`src/rtl/data_memory_ls_pkg.sv`:
```
// Shared definitions for the RV32 sized data memory: funct3 access codes
// and the clear/ready state type.
package dmem_pkg;

  // Load/store size and signedness codes, as found in the funct3 field.
  localparam logic [2:0] F3_B  = 3'b000;
  localparam logic [2:0] F3_H  = 3'b001;
  localparam logic [2:0] F3_W  = 3'b010;
  localparam logic [2:0] F3_BU = 3'b100;
  localparam logic [2:0] F3_HU = 3'b101;

  // Sequencer states: sweeping zeros through the array, or serving the core.
  typedef enum logic {
    S_CLEAR = 1'b0,
    S_READY = 1'b1
  } state_e;

  // True for the funct3 codes that access a halfword.
  function automatic logic is_half(input logic [2:0] funct3);
    return (funct3 == F3_H) || (funct3 == F3_HU);
  endfunction

  // True for the funct3 code that accesses a full word.
  function automatic logic is_word(input logic [2:0] funct3);
    return funct3 == F3_W;
  endfunction

endpackage

```
`src/rtl/data_memory_ls_if.sv`:
```
// Core-to-data-memory bus. The core (master) supplies the address, the
// access type and store data; the memory (slave) returns load data, the
// ready flag and the alignment-fault flag.
interface data_memory_ls_if;

  logic [31:0] Address;
  logic        WE;
  logic [2:0]  Funct3;
  logic [31:0] WD;
  logic [31:0] RD;
  logic        Ready;
  logic        Misaligned;

  modport master (
    output Address, WE, Funct3, WD,
    input  RD, Ready, Misaligned
  );

  modport slave (
    input  Address, WE, Funct3, WD,
    output RD, Ready, Misaligned
  );

endinterface

```
`src/rtl/data_memory_ls_fmt.sv`:
```
// Byte-lane formatter for the data memory. Given the access type, the low
// address bits, store data and the currently stored word, it produces the
// lane write mask, the merged word to write back, the formatted load data
// and the fault flag.
//
// Build option DMEM_MISALIGN_TRAP_EN: when defined, misaligned half/word
// accesses raise fault, write nothing and load zero. When undefined, the
// offending low address bits are cleared and the access proceeds; fault
// is never raised.
module data_memory_fmt
  import dmem_pkg::*;
(
  input  logic [2:0]  funct3,
  input  logic [1:0]  addr_lo,
  input  logic [31:0] wd,
  input  logic [31:0] raw_word,
  output logic [3:0]  byte_en,
  output logic [31:0] wdata,
  output logic [31:0] rd,
  output logic        fault
);

  logic        half_acc;
  logic        word_acc;
  logic        bad_align;
  logic [1:0]  eff_lo;
  logic [7:0]  ld_byte;
  logic [15:0] ld_half;
  logic [31:0] lane_data;
  logic [3:0]  lane_mask;
  logic [31:0] load_val;

  // Classify the access and decide the effective byte offset.
  always_comb begin
    half_acc  = is_half(funct3);
    word_acc  = is_word(funct3);
    bad_align = (half_acc && addr_lo[0]) || (word_acc && (addr_lo != 2'b00));
`ifdef DMEM_MISALIGN_TRAP_EN
    eff_lo = addr_lo;
    fault  = bad_align;
`else
    // Without trapping, snap the offset down to the access size.
    if (word_acc) begin
      eff_lo = 2'b00;
    end else if (half_acc) begin
      eff_lo = {addr_lo[1], 1'b0};
    end else begin
      eff_lo = addr_lo;
    end
    fault = 1'b0;
`endif
  end

  // Pick the addressed byte and halfword out of the stored word.
  always_comb begin
    unique case (eff_lo)
      2'd0:    ld_byte = raw_word[7:0];
      2'd1:    ld_byte = raw_word[15:8];
      2'd2:    ld_byte = raw_word[23:16];
      default: ld_byte = raw_word[31:24];
    endcase
    ld_half = eff_lo[1] ? raw_word[31:16] : raw_word[15:0];
  end

  // Sign- or zero-extend the selected lanes for the load result.
  always_comb begin
    // NOTE: every output of a combinational block gets a default first so
    // that no path through the case leaves it unassigned (no latch).
    load_val = '0;
    case (funct3)
      F3_B:    load_val = {{24{ld_byte[7]}}, ld_byte};
      F3_H:    load_val = {{16{ld_half[15]}}, ld_half};
      F3_W:    load_val = raw_word;
      F3_BU:   load_val = {24'h0, ld_byte};
      F3_HU:   load_val = {16'h0, ld_half};
      default: load_val = '0;
    endcase
    rd = fault ? 32'h0 : load_val;
  end

  // Build the lane mask and replicate store data across the lanes.
  always_comb begin
    lane_mask = 4'b0000;
    lane_data = wd;
    case (funct3)
      F3_B: begin
        lane_mask = 4'b0001 << eff_lo;
        lane_data = {4{wd[7:0]}};
      end
      F3_H: begin
        lane_mask = eff_lo[1] ? 4'b1100 : 4'b0011;
        lane_data = {2{wd[15:0]}};
      end
      F3_W: begin
        lane_mask = 4'b1111;
        lane_data = wd;
      end
      default: begin
        lane_mask = 4'b0000;
        lane_data = wd;
      end
    endcase
    byte_en = fault ? 4'b0000 : lane_mask;
  end

  // Merge the written lanes into the stored word; untouched lanes keep
  // their current contents.
  always_comb begin
    wdata = raw_word;
    for (int i = 0; i < 4; i++) begin
      if (byte_en[i]) begin
        wdata[8*i +: 8] = lane_data[8*i +: 8];
      end
    end
  end

endmodule

```
`src/rtl/data_memory_ls.sv`:
```
// RV32 data memory with sized, lane-aware loads and stores for the
// single-cycle core. Loads are combinational; stores commit on the rising
// edge. After reset a sequencer writes zero to every word, one per cycle,
// and holds Ready low until the sweep is done.
//
// Build option DMEM_MISALIGN_TRAP_EN selects trapping of misaligned
// half/word accesses (see data_memory_fmt); undefined means silent
// alignment.
module data_memory_ls
  import dmem_pkg::*;
#(
  parameter int DEPTH = 64
) (
  input  logic             clk,
  input  logic             rst,
  data_memory_ls_if.slave  bus
);

  localparam int IDX_W = $clog2(DEPTH);
  localparam logic [IDX_W-1:0] LAST_IDX = IDX_W'(DEPTH - 1);

  state_e           state;
  logic [IDX_W-1:0] clr_idx;
  logic [IDX_W-1:0] word_idx;
  logic [31:0]      mem [DEPTH];
  logic [31:0]      raw_word;
  logic             ready;

  logic [3:0]       byte_en;
  logic [31:0]      wdata;
  logic [31:0]      fmt_rd;
  logic             fault;
  logic             unused_addr_hi;

  // Addresses wrap modulo the array size; the upper bits are dropped.
  assign word_idx       = bus.Address[IDX_W+1:2];
  assign unused_addr_hi = ^bus.Address[31:IDX_W+2];
  assign raw_word       = mem[word_idx];
  assign ready          = (state == S_READY);

  data_memory_fmt u_fmt (
    .funct3   (bus.Funct3),
    .addr_lo  (bus.Address[1:0]),
    .wd       (bus.WD),
    .raw_word (raw_word),
    .byte_en  (byte_en),
    .wdata    (wdata),
    .rd       (fmt_rd),
    .fault    (fault)
  );

  // Clear sequencer: restart the sweep on reset, step one word per cycle,
  // and enter the ready state on the edge that clears the last word.
  always_ff @(posedge clk) begin
    // NOTE: state registers use non-blocking assignments so every flop
    // samples pre-edge values and simulation matches the synthesized logic.
    if (rst) begin
      state   <= S_CLEAR;
      clr_idx <= '0;
    end else if (state == S_CLEAR) begin
      clr_idx <= clr_idx + IDX_W'(1);
      if (clr_idx == LAST_IDX) begin
        state <= S_READY;
      end
    end
  end

  // Array write port: zeros from the sweep, or merged store data once ready.
  always_ff @(posedge clk) begin
    // NOTE: the array itself has no reset branch; it is zeroed by the sweep
    // instead, which keeps it mappable onto plain RAM.
    if (!rst) begin
      if (state == S_CLEAR) begin
        mem[clr_idx] <= '0;
      end else if (bus.WE && (byte_en != 4'b0000)) begin
        mem[word_idx] <= wdata;
      end
    end
  end

  // Outputs are held at zero until the sweep has finished.
  assign bus.Ready      = ready;
  assign bus.RD         = ready ? fmt_rd : 32'h0;
  assign bus.Misaligned = ready && fault;

endmodule

```
`src/flat_wrapper.sv`:
```
// flat-port wrapper written by rule: the top's interface ports become plain ports
module data_memory_ls_flat import dmem_pkg::*;
#(
  parameter int DEPTH = 64
)
  (clk, rst, bus_Address, bus_WE, bus_Funct3, bus_WD, bus_RD, bus_Ready, bus_Misaligned);
  data_memory_ls_if bus_i ();
  input  logic clk;
  input  logic rst;
  input wire logic [$bits(bus_i.Address)-1:0] bus_Address;
  input wire logic [$bits(bus_i.WE)-1:0] bus_WE;
  input wire logic [$bits(bus_i.Funct3)-1:0] bus_Funct3;
  input wire logic [$bits(bus_i.WD)-1:0] bus_WD;
  output wire logic [$bits(bus_i.RD)-1:0] bus_RD;
  output wire logic [$bits(bus_i.Ready)-1:0] bus_Ready;
  output wire logic [$bits(bus_i.Misaligned)-1:0] bus_Misaligned;
  assign bus_i.Address = bus_Address;
  assign bus_i.WE = bus_WE;
  assign bus_i.Funct3 = bus_Funct3;
  assign bus_i.WD = bus_WD;
  assign bus_RD = bus_i.RD;
  assign bus_Ready = bus_i.Ready;
  assign bus_Misaligned = bus_i.Misaligned;
  data_memory_ls #(.DEPTH(DEPTH)) u_core (.clk(clk), .rst(rst), .bus(bus_i));
endmodule
```
`config.mk`:
```
export PLATFORM = sky130hd
export DESIGN_NAME = data_memory_ls_flat
export DESIGN_NICKNAME = d
export VERILOG_FILES = /design/src/rtl/data_memory_ls_pkg.sv /design/src/rtl/data_memory_ls_if.sv /design/src/rtl/data_memory_ls_fmt.sv /design/src/rtl/data_memory_ls.sv /design/src/flat_wrapper.sv
export SDC_FILE = /design/constraint.sdc
export NUM_CORES = 2
export LEC_CHECK = 0
export ABC_AREA = 0
export ABC_CLOCK_PERIOD_IN_PS = 6900
export CORE_MARGIN = 2
export CORE_UTILIZATION = 40
export CTS_CLUSTER_SIZE = 40
export DETAILED_ROUTE_END_ITERATION = 10
export GPL_TIMING_DRIVEN = 0
export PLACE_DENSITY = 0.56
export REMOVE_ABC_BUFFERS = 1
export SYNTH_ARGS = -nofsm -noshare
export SYNTH_HDL_FRONTEND = slang
export SYNTH_SLANG_ARGS = --single-unit
```
`constraint.sdc`:
```
create_clock -name clk -period 6.9 [get_ports clk]
set_input_delay 1.38 -clock clk [delete_from_list [all_inputs] [get_ports clk]]
set_output_delay 1.38 -clock clk [all_outputs]
set_load 0.05 [all_outputs]
```
==> flow_summary.html <==
<table>
<tr><th>Metric</th><th>Value</th></tr>
<tr><th colspan="2">Logic synthesis</th></tr>
<tr><td>Gate count of the mapped netlist</td><td>roughly 3900</td></tr>
<tr><td>Number of warning messages in the yosys log</td><td>0</td></tr>
<tr><td>Number of enable-type register cells in the synthesized netlist</td><td>2048</td></tr>
<tr><td>Top cell type by total area after synthesis</td><td>sky130_fd_sc_hd__edfxtp_1</td></tr>
<tr><td>Count of state elements after synthesis</td><td>2055</td></tr>
<tr><td>Area of the mapped netlist</td><td>81000 um2</td></tr>
<tr><td>Unique cell type count in the Yosys netlist</td><td>73</td></tr>
<tr><td>Cells taking the most area after synthesis</td><td>sky130_fd_sc_hd__edfxtp_1, sky130_fd_sc_hd__mux4_2, sky130_fd_sc_hd__mux2i_1</td></tr>
<tr><td>Primary FF master, synth</td><td>sky130_fd_sc_hd__edfxtp_1</td></tr>
<tr><td>Mean instance size in the synthesized netlist</td><td>around 21 um2</td></tr>
<tr><td>Portion of the post-synthesis area used by sequential elements</td><td>0.761</td></tr>
<tr><td>Ys async rst share</td><td>0</td></tr>
<tr><td>Synth top area share</td><td>0.760</td></tr>
<tr><th colspan="2">Place</th></tr>
<tr><td>Final RePlAce weighted congestion</td><td>0.934</td></tr>
<tr><td>Placed wire-length estimate</td><td>149000 um</td></tr>
<tr><td>Placement Cell Area</td><td>88000 um2</td></tr>
<tr><td>Pre-CTS setup slack</td><td>-2.51 ns</td></tr>
<tr><td>Quantity of I/O buffers inserted on ports</td><td>78</td></tr>
<tr><td>Post-Place Cells</td><td>6565</td></tr>
<tr><th colspan="2">Worst hold path</th></tr>
<tr><td>Hold Path Stages</td><td>2</td></tr>
<tr><td>Min-Delay Endpoint</td><td>u_core.clr_idx[2]</td></tr>
<tr><td>Startpoint of the tightest hold check path</td><td>u_core.clr_idx[2]</td></tr>
<tr><td>Worst hold path type</td><td>flop to flop</td></tr>
<tr><th colspan="2">Global route</th></tr>
<tr><td>Number of antenna violations at the first check in global routing</td><td>14</td></tr>
<tr><td>Wire length of the first global-routing pass</td><td>336000 um</td></tr>
<tr><td>All-Layer GR Usage</td><td>0.236</td></tr>
<tr><td>Aggregate global routing overflow</td><td>0</td></tr>
<tr><td>Pin count of the biggest net entering global routing</td><td>86</td></tr>
<tr><td>Number of global-route vias before repair</td><td>41500</td></tr>
<tr><th colspan="2">Critical path</th></tr>
<tr><td>R2R Setup Slk</td><td>2.14 ns</td></tr>
<tr><td>End of the worst register-to-register path</td><td>u_core.mem[31][19]</td></tr>
<tr><td>Max Fanout on Critical Path</td><td>18</td></tr>
<tr><td>Worst-case reg-to-reg path depth</td><td>6</td></tr>
<tr><td>Required time at the endpoint of the critical path</td><td>5.52 ns</td></tr>
<tr><td>Critical path origin</td><td>bus_Address[6]</td></tr>
<tr><td>Crit path launch type</td><td>primary input</td></tr>
<tr><td>Worst Path Class, Setup</td><td>primary input to primary output</td></tr>
<tr><td>Launch point of the worst reg-to-reg path</td><td>u_core.bus.Ready</td></tr>
<tr><td>Nature of the critical path endpoint</td><td>primary output</td></tr>
<tr><td>Arrival time worst endpoint</td><td>5.63 ns</td></tr>
<tr><th colspan="2">Die</th></tr>
<tr><td>Number of primary I/O pins</td><td>between 100 and 150</td></tr>
<tr><td>Die width</td><td>454 um</td></tr>
<tr><td>Std-Cell Core Area</td><td>202000 um2</td></tr>
<tr><td>Cell row count</td><td>165</td></tr>
<tr><td>Height of the die</td><td>between 400 and 500 um</td></tr>
<tr><td>Area enclosed by the die boundary</td><td>between 200000 and 250000 um2</td></tr>
<tr><td>Effective utilization at floorplan</td><td>0.401</td></tr>
<tr><th colspan="2">Layout</th></tr>
<tr><td>Final standard cell count with taps included and fillers excluded</td><td>6967</td></tr>
<tr><td>Total Nets Final</td><td>4197</td></tr>
<tr><td>Fraction of layout instances using a drive strength above 1</td><td>0.271</td></tr>
<tr><td>Synth-to-layout area growth</td><td>17.6%</td></tr>
<tr><td>Non-Filler Cell Area, Final</td><td>95200 um2</td></tr>
<tr><th colspan="2">Status</th></tr>
<tr><td>Violations in the final reports</td><td>negative setup slack</td></tr>
<tr><td>Result of the run</td><td>finished with violations</td></tr>
<tr><th colspan="2">Drt</th></tr>
<tr><td>Starting DRC count in detailed routing</td><td>between 5000 and 6000</td></tr>
<tr><td>Number of optimization iterations in the first detailed-route pass</td><td>7</td></tr>
<tr><td>Post-route antenna net violation count</td><td>0</td></tr>
<tr><td>Detail-routed net length per standard cell</td><td>about 35 um</td></tr>
<tr><td>Via total after detailed routing</td><td>41800</td></tr>
<tr><td>Overall routed net length</td><td>approximately 240000 um</td></tr>
<tr><td>Final routed DRC violation total</td><td>0</td></tr>
<tr><td>Via density per instance</td><td>6.01</td></tr>
<tr><th colspan="2">STA</th></tr>
<tr><td>Slew at the pin with the worst max-slew slack</td><td>around 1.4 ns</td></tr>
<tr><td>Final max-slew violation count</td><td>0</td></tr>
<tr><td>Final period utilization</td><td>1.02</td></tr>
<tr><td>Final critical-path setup slack</td><td>-0.114 ns</td></tr>
<tr><td>Final min period</td><td>~7.0 ns</td></tr>
<tr><td>Final setup violating endpoints</td><td>10</td></tr>
<tr><td>RSZ-0062 raised after global routing</td><td>yes</td></tr>
<tr><td>Count of endpoints failing hold in the final timing report</td><td>0</td></tr>
<tr><td>Max-Slew Margin vs Limit</td><td>0.0908</td></tr>
<tr><td>FMAX</td><td>143 MHz</td></tr>
<tr><td>Post-route clock skew</td><td>0.0363 ns</td></tr>
<tr><th colspan="2">Clock tree</th></tr>
<tr><td>Number of H-tree levels</td><td>4</td></tr>
<tr><td>CTS max path bufs</td><td>3</td></tr>
<tr><td>Clock tree sinks</td><td>slightly above 2000</td></tr>
<tr><td>Clock tree from TritonCTS</td><td>built</td></tr>
<tr><td>Later-pin clock latency in the skew report</td><td>between 0.8 and 0.9 ns</td></tr>
<tr><td>Clk pin slew, worst setup/hold paths</td><td>about 0.070 ns</td></tr>
<tr><td>Root buffer selected by CTS</td><td>sky130_fd_sc_hd__clkbuf_16</td></tr>
<tr><td>CTS buffer count</td><td>203</td></tr>
<tr><th colspan="2">Power and ir drop</th></tr>
<tr><td>Static leakage</td><td>0.0340 uW</td></tr>
<tr><td>Ratio of total power to cell area</td><td>266 nW/um2</td></tr>
<tr><td>Highest ir drop seen on vdd</td><td>0.285 mV</td></tr>
<tr><th colspan="2">Flow run</th></tr>
<tr><td>Number of max-cap violations</td><td>0</td></tr>
</table>
## critical path, cell delays in order
cell and delay, ns:
sky130_fd_sc_hd__buf_2 0.50, sky130_fd_sc_hd__buf_12 0.29, sky130_fd_sc_hd__and2_2 0.58, sky130_fd_sc_hd__nand2_1 0.60
sky130_fd_sc_hd__a2bb2oi_1 0.33, sky130_fd_sc_hd__o221ai_2 0.26, sky130_fd_sc_hd__nor3_4 0.07, sky130_fd_sc_hd__buf_4 0.19
sky130_fd_sc_hd__nor2_1 0.14, sky130_fd_sc_hd__a211oi_1 0.08, sky130_fd_sc_hd__o21ai_1 0.66, sky130_fd_sc_hd__clkdlybuf4s15_2 0.47
## state kept, by name (all words and copies together) (netlist names)
signal	count
u_core.bus.Ready	1
u_core.clr_idx	6
u_core.mem	2048
## layout make-up
type / count / area (um2)
Timing Repair Buffer: 275 / 4800
Fill cell: 16400 / 107000
Multi-Input combinational cell: 1582 / 19000
Antenna cell: 9 / 22.5
Clock buffer: 261 / 5560
Sequential cell: 2055 / 61600
Tap cell: 2672 / 3340
Clock inverter: 104 / 728
Inverter: 9 / 48.8
## per-stage QoR
step                hold slack (ns)  power (uW)   TNS, ns  utilization
detailed placement            0.598       14900   -594.98        0.436
global placement              0.593       15400         -        0.415
global route                  0.658       25900    -0.119        0.472
finish                        0.620       25300    -0.607        0.472
CTS                           0.615       25400         0        0.472
floorplan                     0.528       14300  -1649.28            -
## Yosys cell counts (28+ instances only)
master,count
sky130_fd_sc_hd__nor2_1,154
sky130_fd_sc_hd__buf_6,32
sky130_fd_sc_hd__buf_4,28
sky130_fd_sc_hd__nand2_1,187
sky130_fd_sc_hd__a21oi_1,71
sky130_fd_sc_hd__edfxtp_1,2048
sky130_fd_sc_hd__a22oi_1,56
sky130_fd_sc_hd__mux2i_1,207
sky130_fd_sc_hd__nand3_1,41
sky130_fd_sc_hd__o22ai_1,28
sky130_fd_sc_hd__o21ai_0,44
sky130_fd_sc_hd__clkbuf_1,78
sky130_fd_sc_hd__buf_2,48
sky130_fd_sc_hd__mux4_2,477
## metal layers
| layer | global-route usage | share of wire | up-vias |
|---|---|---|---|
| met5 | 0 | 0.00014 | - |
| met4 | 0.105 | 0.048 | 6 |
| met3 | 0.0406 | 0.072 | 408 |
| met2 | 0.373 | 0.47 | 1838 |
| met1 | 0.324 | 0.41 | 22800 |
| li1 | - | - | 16800 |
## cells by family after synthesis
family | count (synthesis) | synth area share
AOI/OAI and AO/OA | 380 | 0.0325
xor gates and xnor gates | 4 | 0.000433
adders and majority gates | 1 | 0.000155
buffers and inverters | 230 | 0.0181
DFF | 2055 | 0.761
muxes | 698 | 0.160
other | 1 | 0.0000463
and+or+nand+nor | 498 | 0.0272
## report_power, final
part	internal, uW	leakage [uW]	switching, uW	total [uW]
combinational	394	0.00809	713	1110
clock	5970	0.00309	4660	10600
sequential	13600	0.0228	9.99	13600
total	19900	0.0340	5380	25300
## placed cells by master (no fill, tap or decap), types with 14 or more instances in the layout
| cell type | count |
|---|---|
| sky130_fd_sc_hd__mux4_2 | 477 |
| sky130_fd_sc_hd__clkinv_2 | 32 |
| sky130_fd_sc_hd__a21oi_1 | 57 |
| sky130_fd_sc_hd__nand3_1 | 40 |
| sky130_fd_sc_hd__buf_16 | 47 |
| sky130_fd_sc_hd__nor2_4 | 78 |
| sky130_fd_sc_hd__nand2_1 | 185 |
| sky130_fd_sc_hd__clkinv_1 | 53 |
| sky130_fd_sc_hd__bufbuf_16 | 14 |
| sky130_fd_sc_hd__buf_8 | 25 |
| sky130_fd_sc_hd__a211oi_1 | 16 |
| sky130_fd_sc_hd__clkbuf_16 | 211 |
| sky130_fd_sc_hd__mux2i_1 | 207 |
| sky130_fd_sc_hd__o21ai_1 | 18 |
| sky130_fd_sc_hd__buf_6 | 19 |
| sky130_fd_sc_hd__o221ai_1 | 18 |
| sky130_fd_sc_hd__nor2b_1 | 18 |
| sky130_fd_sc_hd__edfxtp_1 | 2048 |
| sky130_fd_sc_hd__and3_1 | 18 |
| sky130_fd_sc_hd__nor3_1 | 16 |
| sky130_fd_sc_hd__o21ai_0 | 35 |
| sky130_fd_sc_hd__o22ai_1 | 26 |
| sky130_fd_sc_hd__buf_12 | 85 |
| sky130_fd_sc_hd__a31oi_1 | 18 |
| sky130_fd_sc_hd__a22oi_1 | 54 |
| sky130_fd_sc_hd__o211ai_1 | 15 |
| sky130_fd_sc_hd__clkbuf_1 | 41 |
| sky130_fd_sc_hd__nor2_1 | 67 |
| sky130_fd_sc_hd__clkdlybuf4s50_1 | 38 |
## worst max-delay path by stage
stage,cells past startpoint,endpoint,slack (ns)
finish,12,bus_RD[6],-0.11
global route,13,bus_RD[15],-0.02
CTS,11,bus_RD[14],0.03
detailed placement,14,bus_RD[9],-2.51
global placement,6,u_core.mem[44][19],-39.81
floorplan,5,u_core.mem[0][23],-1.55
## what timing repair did
action | CTS | global route
gates cloned | 15 | 0
hold buffers | 0 | 0
resized for setup | 162 | 15
setup endpoints to repair | 32 | 9
pin swaps | 8 | 1
setup buffers | 13 | 0
(Power assumes the default switching activity.)
